===== src/rtl/ps2_host_ctl.sv =====
// PS/2 keyboard host: pad sync, RX deframer, and a command FSM covering init, LED updates, retry and bus arbitration.
// Define PS2HOST_TYPEMATIC_EN to append the typematic-rate command (0xF3, 0x20) to the init sequence.
module ps2_host_ctl #(
    parameter int INHIBIT_CYC  = 5000,
    parameter int TIMEOUT_CYC  = 1000000,
    parameter int FRAME_TO_CYC = 6000,
    parameter int RETRIES      = 3
) (
    input  logic       clk50m,
    input  logic       reset,
    input  logic       ps2_clk_in,
    input  logic       ps2_dat_in,
    output logic       ps2_clk_drv,
    output logic       ps2_dat_drv,
    input  logic       led_req,
    input  logic [2:0] led_val,
    output logic       busy,
    output logic       init_done,
    output logic       err,
    output logic       rx_strobe,
    output logic [7:0] rx_byte,
    output logic [2:0] dbg_state
);
    typedef enum logic [2:0] {
        IDLE      = 3'd0,
        TX_INH    = 3'd1,
        TX_BITS   = 3'd2,
        TX_LACK   = 3'd3,
        RESP_WAIT = 3'd4
    } state_t;

    localparam logic [31:0] INH_LAST   = 32'(INHIBIT_CYC - 1);
    localparam logic [31:0] INH_END    = 32'(INHIBIT_CYC);
    localparam logic [31:0] TO_LAST    = 32'(TIMEOUT_CYC - 1);
    localparam logic [31:0] FRAME_LAST = 32'(FRAME_TO_CYC - 1);
    localparam logic [7:0]  RETRY_MAX  = 8'(RETRIES);
`ifdef PS2HOST_TYPEMATIC_EN
    localparam logic [1:0]  INIT_LAST  = 2'd2;
`else
    localparam logic [1:0]  INIT_LAST  = 2'd0;
`endif

    state_t      state;
    logic [1:0]  clk_sync, dat_sync;
    logic        clk_prev, clk_fall, dat_s;
    logic [3:0]  rx_cnt;
    logic [7:0]  rx_sr;
    logic        rx_par, rx_en, rx_ok;
    logic [31:0] rx_tmr;
    logic [31:0] cnt;
    logic [3:0]  tx_k;
    logic [7:0]  tx_byte;
    logic [7:0]  attempts;
    logic        led_seq, bat_wait, start_init, led_pend;
    logic [1:0]  step;
    logic        go_next, go_retry, go_abort, bat_enter, fwd;

    assign dbg_state = state;
    assign clk_fall  = clk_prev & ~clk_sync[1];
    assign dat_s     = dat_sync[1];
    assign rx_en     = (state == IDLE) || (state == RESP_WAIT);
    // Odd parity: data plus parity bit must hold an odd number of ones.
    assign rx_ok     = rx_en && clk_fall && (rx_cnt == 4'd10) && dat_s && (^{rx_sr, rx_par});

    function automatic logic [7:0] step_byte(input logic is_led, input logic [1:0] idx,
                                             input logic [2:0] leds);
        if (is_led) return (idx == 2'd0) ? 8'hED : {5'b0, leds};
        case (idx)
            2'd1:    return 8'hF3;
            2'd2:    return 8'h20;
            default: return 8'hFF;
        endcase
    endfunction

    always_ff @(posedge clk50m or posedge reset) begin
        if (reset) begin
            clk_sync <= 2'b11;
            dat_sync <= 2'b11;
            clk_prev <= 1'b1;
        end else begin
            clk_sync <= {clk_sync[0], ps2_clk_in};
            dat_sync <= {dat_sync[0], ps2_dat_in};
            clk_prev <= clk_sync[1];
        end
    end

    // Receive deframer; held cleared while the host owns the bus so partial frames are dropped.
    always_ff @(posedge clk50m or posedge reset) begin
        if (reset) begin
            rx_cnt <= 4'd0;
            rx_sr  <= 8'd0;
            rx_par <= 1'b0;
            rx_tmr <= 32'd0;
        end else if (!rx_en) begin
            rx_cnt <= 4'd0;
            rx_tmr <= 32'd0;
        end else if (clk_fall) begin
            rx_tmr <= 32'd0;
            if (rx_cnt == 4'd0) begin
                if (!dat_s) rx_cnt <= 4'd1;
            end else if (rx_cnt <= 4'd8) begin
                rx_sr  <= {dat_s, rx_sr[7:1]};
                rx_cnt <= rx_cnt + 4'd1;
            end else if (rx_cnt == 4'd9) begin
                rx_par <= dat_s;
                rx_cnt <= 4'd10;
            end else begin
                rx_cnt <= 4'd0;
            end
        end else if (rx_cnt != 4'd0) begin
            if (rx_tmr == FRAME_LAST) begin
                rx_cnt <= 4'd0;
                rx_tmr <= 32'd0;
            end else begin
                rx_tmr <= rx_tmr + 32'd1;
            end
        end
    end

    always_comb begin
        go_next   = 1'b0;
        go_retry  = 1'b0;
        go_abort  = 1'b0;
        bat_enter = 1'b0;
        fwd       = 1'b0;
        case (state)
            IDLE:    fwd = rx_ok;
            TX_BITS: go_retry = (cnt == TO_LAST);
            TX_LACK: go_retry = dat_s;
            RESP_WAIT: begin
                if (rx_ok) begin
                    if (bat_wait) begin
                        if (rx_sr == 8'hAA)      go_next  = 1'b1;
                        else if (rx_sr == 8'hFC) go_abort = 1'b1;
                        else if (rx_sr == 8'hFE) go_retry = 1'b1;
                        else                     fwd      = 1'b1;
                    end else if (rx_sr == 8'hFA) begin
                        if (!led_seq && step == 2'd0) bat_enter = 1'b1;
                        else                          go_next   = 1'b1;
                    end else if (rx_sr == 8'hFE) begin
                        go_retry = 1'b1;
                    end else begin
                        fwd = 1'b1;
                    end
                end else if (cnt == TO_LAST) begin
                    go_retry = 1'b1;
                end
            end
            default: ;
        endcase
    end

    always_ff @(posedge clk50m or posedge reset) begin
        if (reset) begin
            state       <= IDLE;
            ps2_clk_drv <= 1'b0;
            ps2_dat_drv <= 1'b0;
            busy        <= 1'b0;
            init_done   <= 1'b0;
            err         <= 1'b0;
            rx_strobe   <= 1'b0;
            rx_byte     <= 8'd0;
            cnt         <= 32'd0;
            tx_k        <= 4'd0;
            tx_byte     <= 8'd0;
            attempts    <= 8'd0;
            led_seq     <= 1'b0;
            bat_wait    <= 1'b0;
            step        <= 2'd0;
            start_init  <= 1'b1;
            led_pend    <= 1'b0;
        end else begin
            rx_strobe <= fwd;
            if (fwd) rx_byte <= rx_sr;
            if (led_req && !err) led_pend <= 1'b1;

            case (state)
                IDLE: begin
                    if (start_init || (led_pend && init_done && !err)) begin
                        start_init  <= 1'b0;
                        led_pend    <= start_init ? led_pend : 1'b0;
                        led_seq     <= !start_init;
                        step        <= 2'd0;
                        busy        <= 1'b1;
                        tx_byte     <= start_init ? 8'hFF : 8'hED;
                        attempts    <= 8'd1;
                        cnt         <= 32'd0;
                        ps2_clk_drv <= 1'b1;
                        state       <= TX_INH;
                    end
                end
                TX_INH: begin
                    cnt <= cnt + 32'd1;
                    if (cnt == INH_LAST) begin
                        ps2_dat_drv <= 1'b1;
                    end else if (cnt == INH_END) begin
                        ps2_clk_drv <= 1'b0;
                        cnt         <= 32'd0;
                        tx_k        <= 4'd0;
                        state       <= TX_BITS;
                    end
                end
                TX_BITS: begin
                    cnt <= cnt + 32'd1;
                    if (clk_fall) begin
                        tx_k <= tx_k + 4'd1;
                        if (tx_k < 4'd8)       ps2_dat_drv <= ~tx_byte[tx_k[2:0]];
                        else if (tx_k == 4'd8) ps2_dat_drv <= ^tx_byte;
                        else if (tx_k == 4'd9) ps2_dat_drv <= 1'b0;
                        else                   state       <= TX_LACK;
                    end
                end
                TX_LACK: begin
                    if (!dat_s) begin
                        state    <= RESP_WAIT;
                        cnt      <= 32'd0;
                        bat_wait <= 1'b0;
                    end
                end
                RESP_WAIT: begin
                    cnt <= cnt + 32'd1;
                    // BAT can take a while after the reset ack, so its wait gets a fresh window.
                    if (bat_enter) begin
                        bat_wait <= 1'b1;
                        cnt      <= 32'd0;
                    end
                end
                default: state <= IDLE;
            endcase

            if (go_next) begin
                bat_wait <= 1'b0;
                if (step == (led_seq ? 2'd1 : INIT_LAST)) begin
                    state <= IDLE;
                    busy  <= 1'b0;
                    if (!led_seq) init_done <= 1'b1;
                end else begin
                    step        <= step + 2'd1;
                    tx_byte     <= step_byte(led_seq, step + 2'd1, led_val);
                    attempts    <= 8'd1;
                    cnt         <= 32'd0;
                    ps2_clk_drv <= 1'b1;
                    state       <= TX_INH;
                end
            end

            if (go_retry && attempts < RETRY_MAX) begin
                bat_wait    <= 1'b0;
                attempts    <= attempts + 8'd1;
                cnt         <= 32'd0;
                ps2_dat_drv <= 1'b0;
                ps2_clk_drv <= 1'b1;
                state       <= TX_INH;
            end

            if (go_abort || (go_retry && attempts >= RETRY_MAX)) begin
                err         <= 1'b1;
                busy        <= 1'b0;
                led_pend    <= 1'b0;
                bat_wait    <= 1'b0;
                ps2_clk_drv <= 1'b0;
                ps2_dat_drv <= 1'b0;
                state       <= IDLE;
            end
        end
    end
endmodule


===== config.mk =====
export PLATFORM = sky130hd
export DESIGN_NAME = ps2_host_ctl
export DESIGN_NICKNAME = d
export VERILOG_FILES = /design/src/rtl/ps2_host_ctl.sv
export SDC_FILE = /design/constraint.sdc
export NUM_CORES = 1
export LEC_CHECK = 0
export ABC_CLOCK_PERIOD_IN_PS = 7400
export CAP_MARGIN = 40
export CORE_MARGIN = 2
export CORE_UTILIZATION = 43
export DETAILED_ROUTE_END_ITERATION = 8
export GPL_TIMING_DRIVEN = 0
export PLACE_DENSITY = 0.59
export SYNTH_ARGS = -nofsm -noshare
export SYNTH_HDL_FRONTEND = slang
export SYNTH_SLANG_ARGS = --single-unit
export TNS_END_PERCENT = 100

===== constraint.sdc =====
create_clock -name clk50m -period 7.4 [get_ports clk50m]
set_input_delay 1.48 -clock clk50m [delete_from_list [all_inputs] [get_ports clk50m]]
set_output_delay 1.48 -clock clk50m [all_outputs]
set_load 0.05 [all_outputs]

==> results.md, run 1 <==
* Status: completed
* Final instance area at 0.00801 mm2
* Initial antenna violation count at 0
* Grt ovf at 0
* P_leak at 3.39 nW
* Pwr dens at 224 mW/mm2
* Pin count of the biggest net entering global routing at 66
* Post-synth top cells: 119 x dfrtp_1, 76 x nor2_1, 68 x nand2_1
* Total global-route track usage at 0.204
* Post-route setup TNS at 0 ns
* FF+latch count, synth at 125
* Via count at 5815
* Tcrit/Tclk final at 0.479
* Hold-fix buffers at CTS at 0
* Placed Area at 0.00746 mm2
* Max clock buf depth at 2
* DRC viols at 0
* Area Overhead vs Synth at 16.0%
* Number of diodes at 0
* Seq/Total Area, Yosys at 0.454
* Async SR Flop Fraction at 1.00
* Synthesized instance count at 741
* Pre-CTS setup slack at 3.89 ns
* Cells after DPL at 983
* Cell taking the most area after synthesis: dfrtp_1
* Initial detailed-routing violation count at 451
* Post-CTS sizing at 0
* Final setup margin at 3.86 ns
* Clock-pin slew on the worst setup and hold paths at 0.06 ns
* Die area at 0.0171 mm2
* Post-synth top area share at 0.431
* Max-slew headroom at 0.432
* Critical path class: flop to flop
* Final antenna-violating net count at 0
* First-pass GRT wire length at 27600 um
* Avg Synthesized Cell Area at 9.32 um2
* Synth top area cells: dfrtp_1 43%, nor2_1 4.1%, a21oi_1 3.9%
* GP Congestion at 0.851
* CP Launch Type: flop
* Hold Crit Class: flop to flop
* Chip height at 131 um
* Register-to-register setup slack at 3.86 ns
* Initial Utilization at 0.438
* Worst path buffer plus inverter count at 1
* Top-level I/O count at 25
* Post-DR wirelength/cell at 16.1 um
* CP top delay family: simple AND/OR/NAND/NOR gates
* Synth Net Count at 763
* Final Setup Violations at 0
* Vias in the first global route at 5480
* Drt via density at 5.73
* CTS tree: done
* CP max stage delay at 0.63 ns
* Worst VDD drop at 0.000159 V
* Synth warn at 0
* Die W at 131 um
* F_max at 282 MHz
* Critical Path RT at 7.69 ns
* Clock skew at 0.0129 ns
* H-tree levels at 4
* Distinct cells, synth at 63
* Final Hold Violating Endpoints at 0
* Mapped Area at 0.00691 mm2
* First drt pass iteration count at 6
* Worst-Margin Slew at 0.845 ns
* R2R Path Start: dbg_state[0]$_DFFE_PP0P_
* CP Max Fanout at 10
* Core region area at 0.0158 mm2
* Final min period at 3.54 ns
* NumNets Final at 808
* Crit path capture type: flop
* Finished Layout Cells at 1015
* DRT Wirelength at 16400 um
* Critical path cell sequence: or4b_1 > or4_1 > mux2_4 > o41ai_4 > nand2_1 > clkbuf_1 > a31oi_1 > nor3_1
* Slowest CP cell: or4b_1
* RSZ-0062 raised after global routing: false
* Hold Crit Start: dat_sync[0]$_DFF_PP1_
* CP startpoint: dbg_state[0]$_DFFE_PP0P_
* Most common cell in the netlist: dfrtp_1
* Share of cells above drive strength 1 at 0.0951
* Max Cap Viol at 0
* Num rows at 46
* # Post-CTS Setup Buffers at 0
* Port Buffers at 24
* CTS Sinks at 125
* Clock root cell: clkbuf_16
* Most common flop cell mapped by yosys: dfrtp_1
* Post-synth EDFFs at 0
* Final Max Tran Viols at 0
* Clock Latency Late Sink at 0.42 ns
* Post-DP HPWL at 11500 um
* Total CTS buffers at 17
* Crit path arrival time at 3.84 ns
==> path summary, 6_finish.rpt <==
path	end	depth (start not counted)
worst max-delay path	cnt[17]$_DFF_PP0_	8
worst min-delay path	dat_sync[1]$_DFF_PP1_	0
worst min register to register	dat_sync[1]$_DFF_PP1_	0
min in group asynchronous	led_pend$_DFFE_PP0P_	2
worst max register to register	cnt[17]$_DFF_PP0_	8
max in group asynchronous	clk_prev$_DFF_PP1_	3
==> per-stage QoR <==
stage	power (W)	hold WS, ns	utilization
after floorplan	0.000964	0.345	-
after detailed placement	0.00103	0.352	0.473
after global placement	0.00102	0.348	0.470
after global routing	0.00188	0.365	0.508
after CTS	0.00181	0.363	0.508
final	0.00179	0.362	0.508
==> sequential cells by signal (all words and copies together) (netlist names), 2 cells and up <==
name and count:
rx_byte 8, rx_sr 8, attempts 8, tx_k 4, tx_byte 8, dat_sync 2
dbg_state 3, step 2, rx_tmr 32, cnt 32, rx_cnt 4, clk_sync 2
==> placed cells by master, fill, tap and decap left out, types with 6 or more instances in the layout <==
cell type / synthesis / final
a21oi_1: 54 / 54
a311oi_1: 11 / 11
a31oi_1: 13 / 13
and2_1: 18 / 18
and3_1: 16 / 16
clkbuf_1: 24 / 24
clkbuf_16: 0 / 17
clkdlybuf4s50_1: 0 / 24
clkinvlp_4: 0 / 6
dfrtp_1: 119 / 119
dfstp_2: 6 / 6
ha_1: 14 / 14
inv_1: 18 / 17
inv_6: 0 / 6
mux2_2: 18 / 18
nand2_1: 68 / 68
nand2b_1: 10 / 10
nand3_1: 35 / 35
nand4_1: 11 / 11
nor2_1: 76 / 76
nor2b_1: 9 / 9
nor3_1: 42 / 42
nor4_1: 16 / 16
o211a_1: 11 / 11
o21ai_0: 28 / 28
or3_1: 7 / 7
xnor2_1: 18 / 18
xor2_1: 21 / 21
==> per-layer routing <==
layer | global-route usage | share of wire | vias up
li1 | - | - | 2788
met1 | 0.284 | 0.47 | 2826
met2 | 0.315 | 0.46 | 176
met3 | 0.0493 | 0.054 | 25
met4 | 0.0688 | 0.014 | 0
met5 | 0 | 0 | -
==> cells by family (layout without fill, tap and decap cells) <==
kind of cell	after synthesis	count (layout)	share of synthesized area
buf+inv	48	106	0.0270
flops	125	125	0.454
xor+xnor	41	41	0.0562
compound gates	149	149	0.143
simple gates	339	339	0.250
fa+ha+maj	14	14	0.0254
mux	25	25	0.0446
==> final cells by class <==
cell class,instances,area [um2]
Buffer,30,119
Clock buffer,18,439
Clock inverter,14,111
Fill cell,1480,7760
Inverter,18,72.6
Multi-Input combinational cell,568,3580
Sequential cell,125,3140
Tap cell,216,270
Timing Repair Buffer,26,279
==> where the power goes <==
part           switching [W]  internal (W)  total, W
clock network       0.000335      0.000442  0.000777
logic               0.000135      0.000115  0.000250
registers          0.0000481      0.000720  0.000768
total               0.000518       0.00128   0.00179
==> worst reg2reg max path: stages (launching register included) <==
cell and delay [ns]:
dfrtp_1 0.44, or4b_1 0.63, or4_1 0.55, mux2_4 0.34
o41ai_4 0.43, nand2_1 0.34, clkbuf_1 0.38, a31oi_1 0.26
nor3_1 0.07
No activity file was read; power rests on OpenSTA's default activity.
==> inputs of run 2 (changes only) <==
Settings changed: ABC_CLOCK_PERIOD_IN_PS 7400 to 3660.
Clock period 7.4 ns to 3.66 ns, I/O delays scaled along.
==> results.md, run 2 (synthesized netlist as in run 1, its figures left out) <==
* Status: completed
* Via count at 5712 (-1.8%)
* Core region area at 0.0158 mm2 (unchanged)
* Area Overhead vs Synth at 18.0%
* Post-DP HPWL at 11800 um (+2.4%)
* Placed Area at 0.00751 mm2 (+0.69%)
* First drt pass iteration count at 5 (-1)
* Share of cells above drive strength 1 at 0.101 (+0.00588)
* GP Congestion at 0.871 (+2.3%)
* Die W at 131 um (unchanged)
* Tcrit/Tclk final at 0.940 (+0.461)
* Max-slew headroom at 0.398 (-0.0347)
* # Post-CTS Setup Buffers at 0 (unchanged)
* Commonest cells after routing, fill and taps aside: 119 x dfrtp_1, 76 x nor2_1, 67 x nand2_1
* Die area at 0.0171 mm2 (unchanged)
* Top-level I/O count at 25 (unchanged)
* Drt via density at 5.61 (-2.1%)
* Post-route setup TNS at 0 ns (unchanged)
* Grt ovf at 0 (unchanged)
* Pin count of the biggest net entering global routing at 38 (-42%)
* Worst hold path depth at 0 (unchanged)
* Hold endpoint: dat_sync[1]$_DFF_PP1_
* Initial Utilization at 0.438 (unchanged)
* CTS tree: done
* Total global-route track usage at 0.211 (+0.00715)
* Final Max Tran Viols at 0 (unchanged)
* CTS Sinks at 125 (unchanged)
* RSZ-0062 raised after global routing: false
* Initial antenna violation count at 0 (unchanged)
* First-pass GRT wire length at 28200 um (+2.1%)
* Port Buffers at 24 (unchanged)
* Num rows at 46 (unchanged)
* CP Max Fanout at 10 (unchanged)
* Number of diodes at 0 (unchanged)
* Final instance area at 0.00815 mm2 (+1.8%)
* Post-DR wirelength/cell at 16.2 um (+0.36%)
* Max Cap Viol at 0 (unchanged)
* Pint at 0.00285 W (+120%)
* Clock Latency Late Sink at 0.43 ns (about the same)
* Critical Path RT at 3.97 ns (-3.72 ns)
* CP Launch Type: flop
* Most common cell after layout, fill and taps aside: dfrtp_1
* Crit path arrival time at 3.75 ns (-0.09 ns)
* Top flop regs: cnt (32), rx_tmr (32)
* P_leak at 3.46 nW (+2.1%)
* DRC viols at 0 (unchanged)
* Flop pwr share at 0.401 (-0.027)
* Hold Crit Class: flop to flop
* Final Setup Violations at 0 (unchanged)
* Reg2reg end: cnt[17]$_DFF_PP0_
* F_max at 291 MHz (+3.1%)
* Logic pwr share at 0.134 (-0.005)
* Final hold slack at 0.356 ns (-0.00586 ns)
* Finished Layout Cells at 1018 (+0.30%)
* Worst VDD drop at 0.000332 V (+110%)
* Final min period at 3.44 ns (-0.105 ns)
* Critical path class: flop to flop
* DRT Wirelength at 16500 um (+0.66%)
* Hold Crit Start: dat_sync[0]$_DFF_PP1_
* Final Hold Violating Endpoints at 0 (unchanged)
* Crit path capture type: flop
* Register-to-register setup slack at 0.22 ns (-3.63 ns)
* R2R cell count at 8 (unchanged)
* R2R Path Start: clk_prev$_DFF_PP1_
* Pwr dens at 476 mW/mm2 (+110%)
* Cells after DPL at 986 (+0.31%)
* Vias in the first global route at 5671 (+3.5%)
* Clock Power Share at 0.466 (+0.033)
* Initial detailed-routing violation count at 387 (-14%)
* H-tree levels at 4 (unchanged)
* Worst-Margin Slew at 0.903 ns (+0.0585 ns)
* Final antenna-violating net count at 0 (unchanged)
* Chip height at 131 um (unchanged)
* Clock-pin slew on the worst setup and hold paths at 0.06 ns (about the same)
* Clock skew at 0.00875 ns (-0.00411 ns)
* Sw frac at 0.265 (-0.0235)
* Clock root cell: clkbuf_16
* Max clock buf depth at 2 (unchanged)
* Total CTS buffers at 17 (unchanged)
* Psw at 0.00103 W (+99%)
* NumNets Final at 811 (+0.37%)
[run 2: cell count changes in the layout (fill, tap and decap cells not counted), sizes merged]
cell | previous run | this run
inv | 23 | 18
bufinv | 0 | 4
buf | 7 | 10
clkinv | 3 | 6
clkinvlp | 6 | 4
[run 2: repair_timing]
| item | in CTS | in global routing |
|---|---|---|
| hold buffers | 0 | 0 |
| setup endpoints to repair | 0 | 6 |
| resized for setup | 0 | 2 |
| endpoints found under the hold margin | 0 | 0 |
[run 2: worst max-delay path, stage by stage, from the launching register on]
cell	delay [ns]
dfstp_2	0.53
or4b_1	0.52
or4_1	0.55
mux2_4	0.34
o41ai_4	0.45
nand2_2	0.25
clkbuf_1	0.35
a31oi_1	0.25
nor3_1	0.07
[run 2: per-stage QoR]
step,utilization,total power [W],setup WS (ns)
final,0.517,0.00388,0.221
after global routing,0.517,0.00406,0.0631
after CTS,0.516,0.00392,0.0998
after detailed placement,0.476,0.00209,0.141
after global placement,0.470,0.00206,0.0616
after floorplan,-,0.00195,0.507
[run 2: worst max-delay path by stage]
stage                              from                       end  slack (ns)  depth (start not counted)
2_1_floorplan  dbg_state[0]$_DFFE_PP0P_  dbg_state[1]$_DFFE_PP0P_        0.51                          7
3_3_place_gp         clk_prev$_DFF_PP1_         cnt[17]$_DFF_PP0_        0.06                          8
3_5_place_dp         clk_prev$_DFF_PP1_         cnt[17]$_DFF_PP0_        0.14                          8
4_1_cts              clk_prev$_DFF_PP1_         cnt[17]$_DFF_PP0_         0.1                          8
5_1_grt           rx_cnt[0]$_DFFE_PP0P_    rx_tmr[28]$_DFFE_PP0P_        0.06                         10
6_report             clk_prev$_DFF_PP1_         cnt[17]$_DFF_PP0_        0.22                          8
[run 2: layer usage]
metal	vias to the layer above	wire (um)	track usage	share of wire
li1	2797	-	-	-
met1	2776	7640	0.287	0.46
met2	119	7900	0.335	0.48
met3	20	683	0.0468	0.041
met4	0	236	0.0776	0.014
met5	-	0	0	0
[run 2: cell type report]
class | count | area [um2]
Buffer | 30 | 119
Clock buffer | 18 | 439
Clock inverter | 14 | 193
Fill cell | 1463 | 7620
Inverter | 18 | 71.3
Multi-Input combinational cell | 568 | 3590
Sequential cell | 125 | 3140
Tap cell | 216 | 270
Timing Repair Buffer | 29 | 332
[run 2: power groups by stage]
stage | registers (W) | clock network (W) | logic (W)
2_1_floorplan | 0.00155 | 0 | 0.000404
3_3_place_gp | 0.00157 | 0 | 0.000489
3_5_place_dp | 0.00158 | 0 | 0.000513
4_1_cts | 0.00155 | 0.00185 | 0.000519
5_1_grt | 0.00157 | 0.00191 | 0.000580
6_report | 0.00156 | 0.00181 | 0.000518
==> inputs of run 3 (changes only) <==
Settings changed: CORE_MARGIN 2 to default, CORE_UTILIZATION 43 to 62, PLACE_DENSITY 0.59 to 0.81.
==> results.md, run 3 (synthesized netlist as in run 1, its figures left out) <==
* First drt pass iteration count at 5 (unchanged)
* Share of cells above drive strength 1 at 0.0861 (-0.0149)
* FF+latch area at 0.00314 mm2 (unchanged)
* Pwr dens at 450 mW/mm2 (-5.4%)
* Max clock buf depth at 2 (unchanged)
* Total CTS buffers at 17 (unchanged)
* Worst path buffer plus inverter count at 1 (unchanged)
* Worst-Margin Slew at 0.807 ns (-0.0964 ns)
* Clock Latency Late Sink at 0.54 ns (+0.11 ns)
* Fillcell total at 796 (-46%)
* Crit path arrival time at 3.95 ns (+0.20 ns)
* DRT Wirelength at 16400 um (-0.32%)
* Post-CTS sizing at 0 (unchanged)
* Via count at 5953 (+4.2%)
* P_leak at 3.40 nW (-1.7%)
* Final Max Tran Viols at 0 (unchanged)
* CP Max Fanout at 10 (unchanged)
* Critical path class: flop to flop
* GP Congestion at 0.879 (+0.88%)
* Final hold slack at 0.353 ns (-0.00314 ns)
* Clock-pin slew on the worst setup and hold paths at 0.06 ns (about the same)
* CP top delay family: simple AND/OR/NAND/NOR gates
* CTS tree: done
* Vias in the first global route at 5580 (-1.6%)
* Final setup margin at 0.120 ns (-0.101 ns)
* Die W at 108 um (-18%)
* Max Cap Viol at 0 (unchanged)
* Drt via density at 6.33 (+13%)
* First-pass GRT wire length at 27000 um (-4.3%)
* Final min period at 3.54 ns (+0.101 ns)
* Die area at 0.0116 mm2 (-32%)
* Pin count of the biggest net entering global routing at 39 (+2.6%)
* H-tree levels at 4 (unchanged)
* F_max at 283 MHz (-2.9%)
* Status: completed
* Final Hold Violating Endpoints at 0 (unchanged)
* RSZ-0062 raised after global routing: false
* Num rows at 38 (-17%)
* # Post-CTS Setup Buffers at 0 (unchanged)
* Tcrit/Tclk final at 0.967 (+0.0276)
* Number of diodes at 0 (unchanged)
* Post-route setup TNS at 0 ns (unchanged)
* Port Buffers at 24 (unchanged)
* Clock root cell: clkbuf_8
* Worst VDD drop at 0.000433 V (+30%)
* Initial detailed-routing violation count at 504 (+30%)
* Commonest cells after routing, fill and taps aside: 119 x dfrtp_1, 76 x nor2_1, 68 x nand2_1
* Max-slew headroom at 0.458 (+0.0606)
* Top flop regs: cnt (32), rx_tmr (32)
* Post-DR wirelength/cell at 17.4 um (+7.8%)
* DRC viols at 0 (unchanged)
* Area Overhead vs Synth at 14.5%
* Footprint of the multi-input gates at 0.00358 mm2 (-0.24%)
* Top-level I/O count at 25 (unchanged)
* Final antenna-violating net count at 0 (unchanged)
* Initial antenna violation count at 0 (unchanged)
* CTS Sinks at 125 (unchanged)
* Core region area at 0.0108 mm2 (-31%)
* Grt ovf at 0 (unchanged)
* Pre-CTS setup slack at 0.219 ns (+0.0779 ns)
* Clock skew at 0.00708 ns (-0.00167 ns)
* Initial Utilization at 0.637 (+0.199)
* Critical Path RT at 4.07 ns (+0.10 ns)
* Critical path cell sequence: or4b_1 > or4_1 > mux2_4 > o41ai_4 > nand2_1 > clkbuf_1 > a31oi_1 > nor3_1
* Chip height at 108 um (-18%)
* Total global-route track usage at 0.303 (+0.0915)
* Final Setup Violations at 0 (unchanged)
* CP Launch Type: flop
* NumNets Final at 810 (-0.12%)
* Post-DP HPWL at 11300 um (-4.2%)
* CP max stage delay at 0.55 ns (about the same)
* Hold Crit Class: flop to flop
* Slowest CP cell: or4_1
* Crit path capture type: flop
* Hold-fix buffers at CTS at 0 (unchanged)
* Most common cell after layout, fill and taps aside: dfrtp_1
run 3: changes by cell type in the layout (fill, tap and decap cells not counted), moves of 3 or more:
cell / change
clkinvlp_4: -3
clkbuf_8: +4
clkbuf_1: +9
bufinv_16: -4
clkinv_4: -3
run 3: layer usage:
metal | track usage | part of all wire
met1 | 0.413 | 0.45
met5 | 0 | 0
met3 | 0.0678 | 0.061
met2 | 0.470 | 0.47
met4 | 0.118 | 0.015
run 3: area by class of cell:
type | instances | area share
repair buffers | 28 | 0.0394
clock inverters | 2 | 0.00127
well taps | 140 | 0.0221
clock buffers | 30 | 0.0636
multi-input cells | 568 | 0.453
inverters | 18 | 0.00902
plain buffers | 30 | 0.0150
flip-flops and latches | 125 | 0.396
run 3: worst paths after layout:
path / start / to / slack (ns) / cells past startpoint
max: clk_prev$_DFF_PP1_ / cnt[17]$_DFF_PP0_ / 0.12 / 8
min: dat_sync[0]$_DFF_PP1_ / dat_sync[1]$_DFF_PP1_ / 0.35 / 0
max reg2reg: clk_prev$_DFF_PP1_ / cnt[17]$_DFF_PP0_ / 0.12 / 8
min reg2reg: dat_sync[0]$_DFF_PP1_ / dat_sync[1]$_DFF_PP1_ / 0.35 / 0
max in group asynchronous: reset / dat_sync[0]$_DFF_PP1_ / 2.05 / 4
min in group asynchronous: reset / led_pend$_DFFE_PP0P_ / 0.69 / 2
run 3: where the power goes:
group          internal [W]  switching, W  leakage [nW]  total, W
Clock              0.000903      0.000579         0.252   0.00148
Combinational      0.000236      0.000281          1.46  0.000517
Sequential          0.00146      0.000104          1.69   0.00156
run 3: stage by stage:
step / util / total power [W] / cells / instance area [um2]
2_1_floorplan: - / 0.00195 / 741 / 6910
3_3_place_gp: 0.676 / 0.00206 / 905 / 7320
3_5_place_dp: 0.682 / 0.00210 / 909 / 7400
4_1_cts: 0.730 / 0.00357 / 941 / 7910
5_1_grt: 0.730 / 0.00371 / 941 / 7910
6_report: 0.730 / 0.00356 / 941 / 7910
